File: config.mk
export PLATFORM = sky130hd
export DESIGN_NAME = ifu_fetch
export DESIGN_NICKNAME = d
export VERILOG_FILES = /design/src/rtl/ifu_fetch.sv
export SDC_FILE = /design/constraint.sdc
export NUM_CORES = 1
export LEC_CHECK = 0
export CAP_MARGIN = 20
export CELL_PAD_IN_SITES_DETAIL_PLACEMENT = 2
export CELL_PAD_IN_SITES_GLOBAL_PLACEMENT = 2
export CORE_ASPECT_RATIO = 0.5
export CORE_MARGIN = 1
export CORE_UTILIZATION = 24
export CTS_CLUSTER_SIZE = 40
export DETAILED_ROUTE_END_ITERATION = 8
export HOLD_SLACK_MARGIN = 0.08
export PLACE_DENSITY_LB_ADDON = 0.1
export SLEW_MARGIN = 5
export SYNTH_ARGS = -nofsm -noshare
export SYNTH_HDL_FRONTEND = slang
export SYNTH_SLANG_ARGS = --single-unit
File: constraint.sdc
create_clock -name clk -period 3.35 [get_ports clk]
set_clock_uncertainty 0.2 [all_clocks]
set_input_delay 0.67 -clock clk [delete_from_list [all_inputs] [get_ports clk]]
set_output_delay 0.67 -clock clk [all_outputs]
set_load 0.02 [all_outputs]
File: src/rtl/ifu_fetch.sv
// Fetch stage: owns the PC, keeps at most one icache read in flight and buffers one instruction for decode.
// Optional performance counters are built only when IFU_PERF_CNT_EN is defined.
module ifu_fetch #(
  parameter logic [31:0] RESET_PC = 32'h8000_0000,
  parameter logic [31:0] PC_STEP  = 32'd4
) (
  input  logic        clk,
  input  logic        rst,
  output logic        ic_valid,
  output logic [5:0]  ic_index,
  output logic [22:0] ic_tag,
  output logic [2:0]  ic_offset,
  input  logic        ic_addr_ok,
  input  logic        ic_data_ok,
  input  logic [31:0] ic_rdata,
  output logic        inst_valid,
  input  logic        inst_ready,
  output logic [31:0] inst,
  output logic [31:0] inst_pc,
  input  logic        redirect_valid,
  input  logic [31:0] redirect_pc,
  output logic [31:0] perf_fetch_cnt,
  output logic [31:0] perf_stall_cnt
);

  typedef enum logic [1:0] {S_REQ, S_WAIT, S_DROP} state_e;

  state_e      state_q, state_d;
  logic [31:0] pc_q, pc_d;
  logic [31:0] req_pc_q, req_pc_d;
  logic [31:0] inst_q, inst_d;
  logic [31:0] inst_pc_q, inst_pc_d;
  logic        inst_valid_q, inst_valid_d;
  logic        transfer;
  logic        accept;

  assign transfer   = inst_valid_q && inst_ready;
  assign ic_valid   = !rst && (state_q == S_REQ) && (!inst_valid_q || inst_ready);
  assign accept     = ic_valid && ic_addr_ok;
  assign ic_tag     = pc_q[31:9];
  assign ic_index   = pc_q[8:3];
  assign ic_offset  = pc_q[2:0];
  assign inst_valid = inst_valid_q;
  assign inst       = inst_q;
  assign inst_pc    = inst_pc_q;

  always_comb begin
    state_d      = state_q;
    pc_d         = pc_q;
    req_pc_d     = req_pc_q;
    inst_d       = inst_q;
    inst_pc_d    = inst_pc_q;
    inst_valid_d = inst_valid_q && !transfer;

    case (state_q)
      S_REQ: begin
        if (accept) begin
          state_d  = S_WAIT;
          req_pc_d = pc_q;
        end
      end
      S_WAIT: begin
        if (ic_data_ok) begin
          inst_d       = ic_rdata;
          inst_pc_d    = req_pc_q;
          inst_valid_d = 1'b1;
          pc_d         = req_pc_q + PC_STEP;
          state_d      = S_REQ;
        end
      end
      S_DROP: begin
        if (ic_data_ok) state_d = S_REQ;
      end
      default: state_d = S_REQ;
    endcase

    // A redirect wins: any response landing this cycle is stale, and an in-flight request must be dropped.
    if (redirect_valid) begin
      pc_d         = redirect_pc;
      inst_valid_d = 1'b0;
      inst_d       = inst_q;
      inst_pc_d    = inst_pc_q;
      if (state_q == S_REQ) state_d = accept ? S_DROP : S_REQ;
      else                  state_d = ic_data_ok ? S_REQ : S_DROP;
    end
  end

  always_ff @(posedge clk) begin
    if (rst) begin
      state_q      <= S_REQ;
      pc_q         <= RESET_PC;
      req_pc_q     <= RESET_PC;
      inst_q       <= 32'h0;
      inst_pc_q    <= 32'h0;
      inst_valid_q <= 1'b0;
    end else begin
      state_q      <= state_d;
      pc_q         <= pc_d;
      req_pc_q     <= req_pc_d;
      inst_q       <= inst_d;
      inst_pc_q    <= inst_pc_d;
      inst_valid_q <= inst_valid_d;
    end
  end

`ifdef IFU_PERF_CNT_EN
  logic [31:0] fetch_cnt_q, fetch_cnt_d;
  logic [31:0] stall_cnt_q, stall_cnt_d;

  always_comb begin
    fetch_cnt_d = transfer ? fetch_cnt_q + 32'd1 : fetch_cnt_q;
    stall_cnt_d = (state_q != S_REQ) ? stall_cnt_q + 32'd1 : stall_cnt_q;
  end

  always_ff @(posedge clk) begin
    if (rst) begin
      fetch_cnt_q <= 32'h0;
      stall_cnt_q <= 32'h0;
    end else begin
      fetch_cnt_q <= fetch_cnt_d;
      stall_cnt_q <= stall_cnt_d;
    end
  end

  assign perf_fetch_cnt = fetch_cnt_q;
  assign perf_stall_cnt = stall_cnt_q;
`else
  assign perf_fetch_cnt = 32'h0;
  assign perf_stall_cnt = 32'h0;
`endif

endmodule

# == Yosys cells after proc, flatten, opt, wreduce, memory -nomap -nowiden ==
# Cells that the tools add are included.
# classes
add_sub_neg,1
eq_ne,4
muxes,12
bitwise_logic,1
reduce_logical,18
# op_table
operator,count
32-bit two-way mux,3
"32-bit by 3-bit adder with 32-bit output, second input constant",1
2-bit two-way mux,6
2-bit AND reduction,3
1-bit logical AND,5
2-bit one-hot mux with 2 select lines,1
2-bit nonzero test,2
2-bit OR reduction,2
1-bit logical NOT,3
"3-bit by 1-bit != test with 1-bit output, second input constant",1
"3-bit != test, second input constant",1
3-bit AND reduction,1
"2-bit by 1-bit == test with 1-bit output, second input constant",1
"2-bit == test, second input constant",1
2-bit logical NOT,1
1-bit two-way mux,2
1-bit logical OR,1
1-bit inverter,1
# word_totals
register_bits,131
input_bits,70
output_inout_bits,162

# == Depth between registers and ports, before layout ==
# Gate-level depths: netlist of run 1.
# logic_depth
word_depth,7
mapped_depth,10

# == Worst setup path before layout of run 1 ==
# OpenSTA, ideal clock, no wires.
# synth_timing
path_kind,in2out
start,input rst
end,output ic_valid
arrival_ns,1.626
path_slack_ns,0.854
path_stages,4
cell_sequence,clkbuf_1 buf_6 buf_6 nor3b_1
# synth_via
elab_chain_len,3
# synth_rtl
element,line_no,source
"start, declared",8,"input logic rst,"
1-bit logical NOT,38,assign ic_valid = !rst && (state_q == S_REQ) && (!inst_valid_q || inst_ready);
1-bit logical AND (2 in a row),38,
"end, declared",9,"output logic ic_valid,"
# No other way between the ends.

# == Worst setup path after layout of run 1 ==
# layout_timing
start,input inst_ready
end,output ic_valid
# layout_via
elab_chain_len,2
# layout_rtl
element,line_no,source
"start, declared",17,"input logic inst_ready,"
1-bit logical OR,38,
1-bit logical AND,38,
# No other way between the ends.

==> results.py, run 1 <==
metrics = {
    "critical_path": {
        "required_ns": 2.48,
        "crit_family": "buffers and inverters",
        "crit_fanout": 3,
        "path_buf_inv": 2,
        "r2r-start": "req_pc_q[14]",
        "path_class": "in -> out",
        "path_cells": "clkdlybuf4s50_1 > nand2b_1 > nor3b_1 > clkdlybuf4s50_1",
        "endpoint_kind": "output port",
        "cpPeakStageDelay_ns": 0.67,
        "arrival_ns": 2.13,
        "crit_path_frequent_cell": "clkdlybuf4s50_1",
        "slowest_stage": "clkdlybuf4s50_1",
        "crit_start": "inst_ready",
        "start_kind": "input pin",
    },
    "clock_tree": {
        "clk_path_buf_depth": 2,
        "cts_tree": "done",
        "clock_sinks": 131,
        "clkLatencyLatePin_ns": 0.43,
        "h-tree-depth": 4,
        "cts-root-buf": "clkbuf_16",
        "postCtsSetupBuffers": 0,
        "clk_pin_slew_worst_paths_ns": 0.06,
        "holdBufCountCts": 0,
        "cts_buffers": 17,
        "ctsResizeCount": 0,
    },
    "routing": {
        "drtIter0Drc": 163,
        "wl_um": 21790,
        "remaining_drc_errors": 0,
        "drt-pass1-iter-count": 4,
        "avgRoutedWirePerCell_um": 16.94,
        "vias": 5840,
        "ant_nets": 0,
        "vias_per_cell": 4.541,
    },
    "global_routing": {
        "track_usage": 0.1677,
        "overflow": 0,
        "antenna_found_initial": 0,
        "grt_first_pass_wirelength_um": 34100,
        "grt_pass1_vias": 6176,
        "grt_max_degree": 135,
    },
    "run": {
        "cap_violations": 0,
    },
    "synthesis": {
        "yosys_warnings": 0,
        "synth.avg_cell_area_um2": 7.675,
        "synth-main-ff-cell": "dfxtp_1",
        "async_reset_ff_frac": 0,
        "synth_xor_area_frac": 0.02288,
        "synth-compound-area-share": 0.1598,
        "yosysTopAreaCellShare": 0.4282,
        "syn_inst": 798,
        "synth_top_family_by_area": "simple AND/OR/NAND/NOR gates",
        "ys_ff_latch": 131,
        "yosys-top-cells-count": "nand2_1, dfxtp_1, a21oi_1",
        "synth.distinct_cells": 52,
        "synthSimpleGateAreaFrac": 0.2541,
        "synth_fa_ha_area_frac": 0.006129,
        "synthMuxAreaShare": 0.001634,
        "yosys.area.top_type": "dfxtp_1",
        "post-synth-top-count-cell": "nand2_1",
        "ys_top_cells_by_area": "dfxtp_1, nand2_1, buf_4",
        "synthesis.area_um2": 6125,
        "synth-seq-area-share": 0.4282,
        "synth_edf_count": 0,
    },
    "layout": {
        "nets": 1011,
        "area_growth_syn_to_layout_pct": 38.35,
        "antenna_cells": 0,
        "drive_gt1_frac": 0.06211,
        "multi_input_comb_area_um2": 2974,
        "seq_area_um2": 2623,
        "nFillCells": 2850,
    },
    "hold_path": {
        "hp-start": "inst_pc[12]",
        "hold_class": "reg -> reg",
    },
    "run_status": {
        "status": "completed",
    },
    "pwr": {
        "peakVddDrop_mv": 0.3195,
        "p_total_mw": 4.080,
        "power_density_nw_per_um2": 481.5,
        "leakage_nw": 2.938,
    },
    "timing": {
        "tightestPinTransition_ns": 0.6083,
        "fin_crit_sh": 0.8947,
        "report.final.slew_viol_count": 0,
        "slew_headroom": 0.5945,
        "fmax_ghz": 0.3336,
        "period_minus_slack_ns": 2.997,
        "rsz0062_at_grt": "false",
        "hold_viol_final": 0,
        "tns_ns": 0,
        "setup_viol": 0,
    },
    "floorplan": {
        "die-area_um2": 26200,
        "core-area_um2": 24520,
        "io_pins": 232,
        "die_h_um": 115.0,
        "start_util": 0.2497,
        "die_x_um": 227.9,
        "rows": 40,
    },
    "place": {
        "dp_hpwl_um": 14920,
        "portBuffers": 167,
        "gp_congestion": 0.7448,
    },
}
power by group:
| group | switching (mW) | internal [mW] | leakage (nW) |
|---|---|---|---|
| registers | 0.0504 | 1.60 | 1.06 |
| clock network | 0.724 | 1.28 | 0.303 |
| logic | 0.245 | 0.175 | 1.57 |
| total | 1.02 | 3.06 | 2.94 |
cell usage in the layout, fill, tap and decap left out, types with 4 or more instances in the layout:
cell type and count:
nand2_1 201, xor2_1 7, a21oi_1 99, xnor2_1 9, a221oi_1 5, conb_1 64, nor2_1 49, buf_4 11
o21ai_0 44, clkdlybuf4s50_1 165, nand4_1 9, dfxtp_1 131, inv_1 7, nor4_1 9, or2b_1 4, o22ai_1 4
a211oi_1 4, clkbuf_8 6, o31ai_1 4, nand3_1 9, nor3b_1 4, nand2b_1 26, clkbuf_16 17, nor3_1 11
o21a_1 6
per-layer routing:
metal / track usage / share of wire / up-vias
met2: 0.2807 / 0.47 / 115
met3: 0.03993 / 0.034 / 13
li1: - / - / 2810
met1: 0.2162 / 0.49 / 2902
met4: 0.04877 / 0.011 / 0
met5: 0 / 0 / -
tightest hold or removal path: cells and delay by family (launching register included):
kind             cells  cell delay (ns)
AO/OA/AOI/OAI        1             0.05
flip-flops           1             0.31
AND/OR/NAND/NOR      1             0.05
kinds of logic (layout without fill, tap and decap cells):
family          after synthesis  in the layout
compound gates              176            176
fa+ha+maj                     3              3
simple gates                341            341
buf+inv                     129            218
xor+xnor                     16             16
other cells                   1             64
mux                           1              1
flops                       131            131
sequential cells by signal, summed over array words and instances, names as in the netlist:
name	cells
inst	32
inst_pc	32
pc_q	32
req_pc_q	32
state_q	2
inst_valid	1
stage by stage:
stage                     hold WS [ns]    util  worst slack (ns)  area (um2)  std cells
after floorplan                 0.2447       -            0.8544        6361        861
after global placement          0.2410  0.3198            0.3896        7843       1255
after detailed placement        0.2504  0.3198            0.3518        7843       1255
after CTS                       0.2587  0.3455            0.3332        8473       1286
after global routing            0.2785  0.3455            0.3022        8473       1286
final                           0.2542  0.3455            0.3527        8473       1286
path summary, 6_finish.rpt:
check	slack, ns	end	cells after the start
setup / recovery	0.35	ic_valid	4
hold / removal	0.25	inst_pc[12]	2
setup reg to reg	0.75	pc_q[31]	5
hold reg to reg	0.25	inst_pc[12]	2
layout make-up:
type,count,share of cell area
Clock buffer,23,0.05995
Sequential cell,131,0.3095
Timing Repair Buffer,180,0.2123
Multi-Input combinational cell,601,0.3510
Tap cell,336,0.04962
Clock inverter,8,0.01447
Inverter,7,0.003101
Power figures use the tool's default switching activity.
==> run 2, diff against run 1 <==
Settings changed: SKIP_LAST_GASP from default to 1.
==> results of run 2 <==
Final layout, timing and power as in run 1 (identical DEF).
